### config.mk
export PLATFORM = sky130hd
export DESIGN_NAME = axi_wr_arbiter
export DESIGN_NICKNAME = d
export VERILOG_FILES = /design/src/rtl/axi_wr_arb_pkg.sv /design/src/rtl/axi_ord_fifo.sv /design/src/rtl/axi_wr_arbiter.sv
export SDC_FILE = /design/constraint.sdc
export NUM_CORES = 1
export LEC_CHECK = 0
export ABC_AREA = 0
export CAP_MARGIN = 25
export CELL_PAD_IN_SITES_DETAIL_PLACEMENT = 1
export CELL_PAD_IN_SITES_GLOBAL_PLACEMENT = 1
export CORE_AREA = 2 2 165 167
export DETAILED_ROUTE_END_ITERATION = 8
export DIE_AREA = 0 0 167 169
export PLACE_DENSITY_LB_ADDON = 0.08
export SYNTH_ARGS = -nofsm -noshare
export SYNTH_HDL_FRONTEND = slang
export SYNTH_SLANG_ARGS = --single-unit
### constraint.sdc
create_clock -name ACLK -period 4 [get_ports ACLK]
set_input_delay 1 -clock ACLK [delete_from_list [all_inputs] [get_ports ACLK]]
set_output_delay 1 -clock ACLK [all_outputs]
set_load 0.02 [all_outputs]
### src/rtl/axi_wr_arb_pkg.sv
// Shared types and helpers for the AXI4 write-path arbiter.
// aw_req_t is sized for the default address/ID/length widths.
package axi_wr_arb_pkg;

    localparam int ADDR_W_DEF = 32;
    localparam int ID_W_DEF   = 4;
    localparam int LEN_W_DEF  = 8;

    typedef struct packed {
        logic [ADDR_W_DEF-1:0] addr;
        logic [ID_W_DEF-1:0]   id;
        logic [LEN_W_DEF-1:0]  len;
    } aw_req_t;

    // Width of a requester index; never narrower than one bit.
    function automatic int idx_w(input int n);
        return (n <= 2) ? 1 : $clog2(n);
    endfunction

endpackage

### src/rtl/axi_ord_fifo.sv
// Small synchronous FIFO holding the grant order (requester indices)
// so the W channel can be steered in the same order AW was granted.
module axi_ord_fifo #(
    parameter int WIDTH = 2,
    parameter int DEPTH = 4,
    localparam int PTR_W = (DEPTH > 1) ? $clog2(DEPTH) : 1,
    localparam int CNT_W = $clog2(DEPTH) + 1
) (
    input  logic             ACLK,
    input  logic             ARESETn,
    input  logic             push,
    input  logic [WIDTH-1:0] din,
    input  logic             pop,
    output logic [WIDTH-1:0] dout,
    output logic             full,
    output logic             empty,
    output logic [CNT_W-1:0] count
);

    logic [WIDTH-1:0] mem [DEPTH];
    logic [PTR_W-1:0] wr_ptr;
    logic [PTR_W-1:0] rd_ptr;
    logic             do_push;
    logic             do_pop;

    assign full    = (count == CNT_W'(DEPTH));
    assign empty   = (count == '0);
    assign do_push = push & ~full;
    assign do_pop  = pop & ~empty;
    assign dout    = mem[rd_ptr];

    // Pointers wrap naturally because DEPTH is a power of two.
    always_ff @(posedge ACLK or negedge ARESETn) begin
        if (!ARESETn) begin
            wr_ptr <= '0;
            rd_ptr <= '0;
            count  <= '0;
        end else begin
            if (do_push) wr_ptr <= wr_ptr + PTR_W'(1);
            if (do_pop)  rd_ptr <= rd_ptr + PTR_W'(1);
            count <= count + CNT_W'(do_push) - CNT_W'(do_pop);
        end
    end

    always_ff @(posedge ACLK) begin
        if (do_push) mem[wr_ptr] <= din;
    end

endmodule

### src/rtl/axi_wr_arbiter.sv
// Round-robin AXI4 AW arbiter with registered output stage; W beats are
// steered combinationally in grant order via the order FIFO.
module axi_wr_arbiter
    import axi_wr_arb_pkg::*;
#(
    parameter int NUM_REQ    = 4,
    parameter int ADDR_WIDTH = ADDR_W_DEF,
    parameter int ID_WIDTH   = ID_W_DEF,
    parameter int LEN_WIDTH  = LEN_W_DEF,
    parameter int DATA_WIDTH = 32,
    parameter int ORD_DEPTH  = 4,
    localparam int IDX_W     = idx_w(NUM_REQ),
    localparam int STRB_W    = DATA_WIDTH / 8
) (
    input  logic                          ACLK,
    input  logic                          ARESETn,
    input  logic [NUM_REQ-1:0]            s_awvalid,
    output logic [NUM_REQ-1:0]            s_awready,
    input  logic [NUM_REQ*ADDR_WIDTH-1:0] s_awaddr,
    input  logic [NUM_REQ*ID_WIDTH-1:0]   s_awid,
    input  logic [NUM_REQ*LEN_WIDTH-1:0]  s_awlen,
    output logic                          m_awvalid,
    input  logic                          m_awready,
    output logic [ADDR_WIDTH-1:0]         m_awaddr,
    output logic [ID_WIDTH+IDX_W-1:0]     m_awid,
    output logic [LEN_WIDTH-1:0]          m_awlen,
    input  logic [NUM_REQ-1:0]            s_wvalid,
    output logic [NUM_REQ-1:0]            s_wready,
    input  logic [NUM_REQ*DATA_WIDTH-1:0] s_wdata,
    input  logic [NUM_REQ*STRB_W-1:0]     s_wstrb,
    input  logic [NUM_REQ-1:0]            s_wlast,
    output logic                          m_wvalid,
    input  logic                          m_wready,
    output logic [DATA_WIDTH-1:0]         m_wdata,
    output logic [STRB_W-1:0]             m_wstrb,
    output logic                          m_wlast
);

    typedef enum logic {ST_IDLE, ST_ISSUE} aw_state_t;

    aw_state_t        state;
    logic [IDX_W-1:0] rr_ptr;
    logic [IDX_W-1:0] winner;
    logic [IDX_W-1:0] aw_idx_q;
    logic [IDX_W-1:0] head;
    logic             found;
    logic             grant;
    logic             ord_full;
    logic             ord_empty;
    logic             ord_pop;
    aw_req_t          win_req;
    aw_req_t          aw_q;

    // Scan upward from the RR pointer, wrapping at NUM_REQ.
    always_comb begin
        found  = 1'b0;
        winner = '0;
        for (int i = 0; i < NUM_REQ; i++) begin
            if (!found && s_awvalid[(int'(rr_ptr) + i) % NUM_REQ]) begin
                found  = 1'b1;
                winner = IDX_W'((int'(rr_ptr) + i) % NUM_REQ);
            end
        end
    end

    // Reset gates the grant so s_awready is quiet while ARESETn is low.
    assign grant = ARESETn && (state == ST_IDLE) && found && !ord_full;

    always_comb begin
        s_awready = '0;
        if (grant) s_awready[winner] = 1'b1;
        win_req.addr = s_awaddr[int'(winner)*ADDR_WIDTH +: ADDR_WIDTH];
        win_req.id   = s_awid[int'(winner)*ID_WIDTH +: ID_WIDTH];
        win_req.len  = s_awlen[int'(winner)*LEN_WIDTH +: LEN_WIDTH];
    end

    always_ff @(posedge ACLK or negedge ARESETn) begin
        if (!ARESETn) begin
            state     <= ST_IDLE;
            rr_ptr    <= '0;
            m_awvalid <= 1'b0;
            aw_q      <= '0;
            aw_idx_q  <= '0;
        end else begin
            case (state)
                ST_IDLE: begin
                    if (grant) begin
                        aw_q      <= win_req;
                        aw_idx_q  <= winner;
                        rr_ptr    <= (int'(winner) == NUM_REQ - 1) ? '0 : winner + IDX_W'(1);
                        m_awvalid <= 1'b1;
                        state     <= ST_ISSUE;
                    end
                end
                ST_ISSUE: begin
                    if (m_awready) begin
                        m_awvalid <= 1'b0;
                        state     <= ST_IDLE;
                    end
                end
                default: state <= ST_IDLE;
            endcase
        end
    end

    assign m_awaddr = aw_q.addr;
    assign m_awid   = {aw_idx_q, aw_q.id};
    assign m_awlen  = aw_q.len;

    axi_ord_fifo #(
        .WIDTH (IDX_W),
        .DEPTH (ORD_DEPTH)
    ) u_ord_fifo (
        .ACLK    (ACLK),
        .ARESETn (ARESETn),
        .push    (grant),
        .din     (winner),
        .pop     (ord_pop),
        .dout    (head),
        .full    (ord_full),
        .empty   (ord_empty),
        .count   ()
    );

    // Only the requester at the head of the grant order sees the W path.
    always_comb begin
        m_wvalid = 1'b0;
        s_wready = '0;
        m_wdata  = '0;
        m_wstrb  = '0;
        m_wlast  = 1'b0;
        if (!ord_empty) begin
            m_wvalid = s_wvalid[head];
            if (m_wready) s_wready[head] = 1'b1;
            m_wdata  = s_wdata[int'(head)*DATA_WIDTH +: DATA_WIDTH];
            m_wstrb  = s_wstrb[int'(head)*STRB_W +: STRB_W];
            m_wlast  = s_wlast[head];
        end
    end

    assign ord_pop = m_wvalid & m_wready & m_wlast;

endmodule

==> results <==
-- kinds of logic after synthesis --
family,after synthesis,share of synthesized area (%)
AO/OA/AOI/OAI,56,9.02
multiplexers,135,36.6
buffers and inverters,52,5.80
adder cells (fa/ha/maj),11,2.90
flip-flops,65,33.3
AND/OR/NAND/NOR,116,11.6
XOR/XNOR,5,0.874
-- routing by layer --
| metal | vias to the layer above | part of all wire [%] | GRT usage (%) |
|---|---|---|---|
| met5 | - | 0 | 0 |
| met4 | 0 | 1.3 | 4.24 |
| met3 | 17 | 7.7 | 5.07 |
| met2 | 271 | 55 | 33.7 |
| met1 | 2595 | 36 | 18.0 |
| li1 | 2507 | - | - |
-- power breakdown --
group	switching [mW]	leakage, nW	internal, mW
clock	0.306	0.143	0.475
sequential	0.200	0.775	0.977
combinational	2.20	3.30	2.33
total	2.71	4.22	3.78
-- per-stage QoR --
step,setup TNS [ns],instance area (um^2),setup WS (ns),std cells
finish,0,10000,0.106,1206
global route,0,10000,0.00438,1206
CTS,0,9960,0.00973,1202
detailed placement,-0.642,9650,-0.172,1185
global placement,-0.464,9650,-0.132,1185
floorplan,0,5010,0.721,440
-- state kept, by name, indices dropped and copies added (netlist names) --
name	flops
aw_idx_q	2
m_awaddr	32
m_awid	4
m_awlen	8
m_awvalid	1
rr_ptr	2
state	1
u_ord_fifo.count	3
u_ord_fifo.mem	8
u_ord_fifo.rd_ptr	2
u_ord_fifo.wr_ptr	2
-- cells in the final DEF (no fill, tap or decap), types with 2 or more instances in the layout --
master	synthesis	layout
mux4_2	37	38
clkinvlp_4	0	2
clkdlybuf4s50_1	0	413
edfxtp_1	8	8
nor2_1	3	3
and2_1	46	46
dfrtp_1	57	56
clkinv_4	0	2
diode_2	0	3
nand2_2	0	2
nor3_1	2	2
dlygate4sd2_1	0	8
clkbuf_16	0	11
or3_1	2	2
xnor2_1	4	4
nand2_1	56	54
inv_1	11	11
o21ai_0	4	4
buf_12	4	2
mux2i_1	96	96
dlymetal6s2s_1	0	6
and3_1	2	2
o221ai_1	44	44
ha_1	10	10
a21oi_1	4	4
buf_4	0	13
-- final cells by class --
class | count | area (um^2) | area share (%)
Timing Repair Buffer | 445 | 4470 | 44.6
Multi-Input combinational cell | 324 | 3100 | 30.9
Sequential cell | 65 | 1670 | 16.6
Tap cell | 341 | 427 | 4.26
Clock buffer | 11 | 264 | 2.63
Inverter | 12 | 45.0 | 0.449
Clock inverter | 5 | 37.5 | 0.375
Antenna cell | 3 | 7.51 | 0.0749
-- worst max path at each step --
stage | end | cells past startpoint
finish | m_wdata[4] | 6
CTS | m_wstrb[1] | 6
global placement | s_awready[0] | 8
global route | m_wdata[26] | 6
floorplan | s_awready[3] | 8
detailed placement | s_awready[3] | 8
-- repair_timing --
action                     CTS  global route
gates cloned                 1             1
gates resized for setup      8             8
hold buffers                 0             0
setup endpoints to repair   17            35
==> results.yml <==
die:
  io_pins: 429
  die-area_um2: 28200
  fp-row-count: 60
  start_util_pct: 18.9
  dieWidth_um: 167
  fp.coreArea_um2: 26500
  die_h_um: 169
sta:
  relSlewSlack_pct: 40.6
  fmax_mhz: 257
  maxSlewViolCount: 0
  hold_viol: 0
  setup_violations: 0
  finalCritPeriodShare_pct: 97.4
  clock-skew-final_ns: 0.0140
  rsz0062_at_grt: "false"
  min_period_ns: 3.89
  worst_pin_slew_ns: 0.890
  hold_ws_ns: 0.448
drt:
  first_iter_violations: 146
  via_per_inst: 4.47
  dr.pass1.iters: 4
  routed_wl_mm: 25.0
  wire_per_inst_um: 20.7
  drc: 0
  ant_nets: 0
  via_count: 5390
global_routing:
  track_usage_pct: 17.3
  grt_overflow: 0
  grt_pass1_wl_mm: 37.5
  grt_antenna_before_repair: 3
  first_global_vias: 6147
  grt_start_max_net_pins: 58
synth:
  syn-num-nets: 787
  yosysMostFrequentCell: "mux2i_1"
  syn_inst: 440
  synth_seq_cells: 65
  synth.avg_cell_area_um2: 11.4
  synth_top_area_cell: "dfrtp_1"
  synth_edf_count: 8
  synth-main-ff-cell: "dfrtp_1"
  netlist_area_um2: 5010
  seq_area_frac_synth_pct: 33.3
  ys_top_cells_by_count: "mux2i_1 (96), dfrtp_1 (57), nand2_1 (56)"
  yosysTopAreaCellShare_pct: 28.5
  async_reset_ff_share_pct: 87.7
  ys_warn_count: 0
  netlist_top_cells_area: "dfrtp_1 (28%), mux2i_1 (19%), mux4_2 (17%), o221ai_1 (7.7%), and2_1 (5.7%)"
  synth.distinct_cells: 33
clock_tree:
  clockBufferDepth: 2
  tritoncts: "yes"
  cts_setup_buffers: 0
  htreeDepth: 3
  root_buffer: "clkbuf_16"
  clock_sinks: 65
  clk_pin_slew_ns: 0.05
  cts_made_buffers: 9
  insertion_delay_ns: 0.33
layout:
  nFillCells: 2933
  synthToLayoutAreaGrowth_pct: 100
  nets: 1204
  final_core_util_pct: 37.8
  drive_above_1_share_pct: 9.16
critical_path:
  required_ns: 3.00
  worstPathMaxFanout: 21
  r2r_start: "u_ord_fifo.rd_ptr[0]"
  cpLargestDelayFamily: "multiplexers"
  worstReg2RegEnd: "u_ord_fifo.count[2]"
  start_kind: "flop"
  cp_slowest_cell: "mux4_2"
  crit_top_cell: "mux4_2"
  worst-path-buf-inv: 3
  slowest_delay_ns: 0.59
  endpoint_kind: "primary output"
  cp-startpoint: "u_ord_fifo.rd_ptr[0]"
  crit_type: "reg2out"
  path_cells: "buf_4 -> mux4_2 -> clkbuf_16 -> mux4_2 -> and2_1 -> clkdlybuf4s50_1"
  reg2reg_slack_ns: 0.71
  cp_data_arrival_time_ns: 2.89
  ff2ff_path_depth: 12
min_path:
  hold_end: "m_awvalid"
  hp-start: "state"
  holdPathStages: 1
  min_path_type: "reg2reg"
run:
  drv_cap: 0
placement:
  numPortBuffers: 428
  gp_congestion: 0.852
  dpl.hpwl_mm: 19.7
pwr:
  power.total_mw: 6.49
  powerDensity_nw_per_um2: 648
  p_leak_nw: 4.22
  peakVddDrop_mv: 0.376
run_status:
  outcome: "finished clean"
No activity file was read; power rests on OpenSTA's default activity.
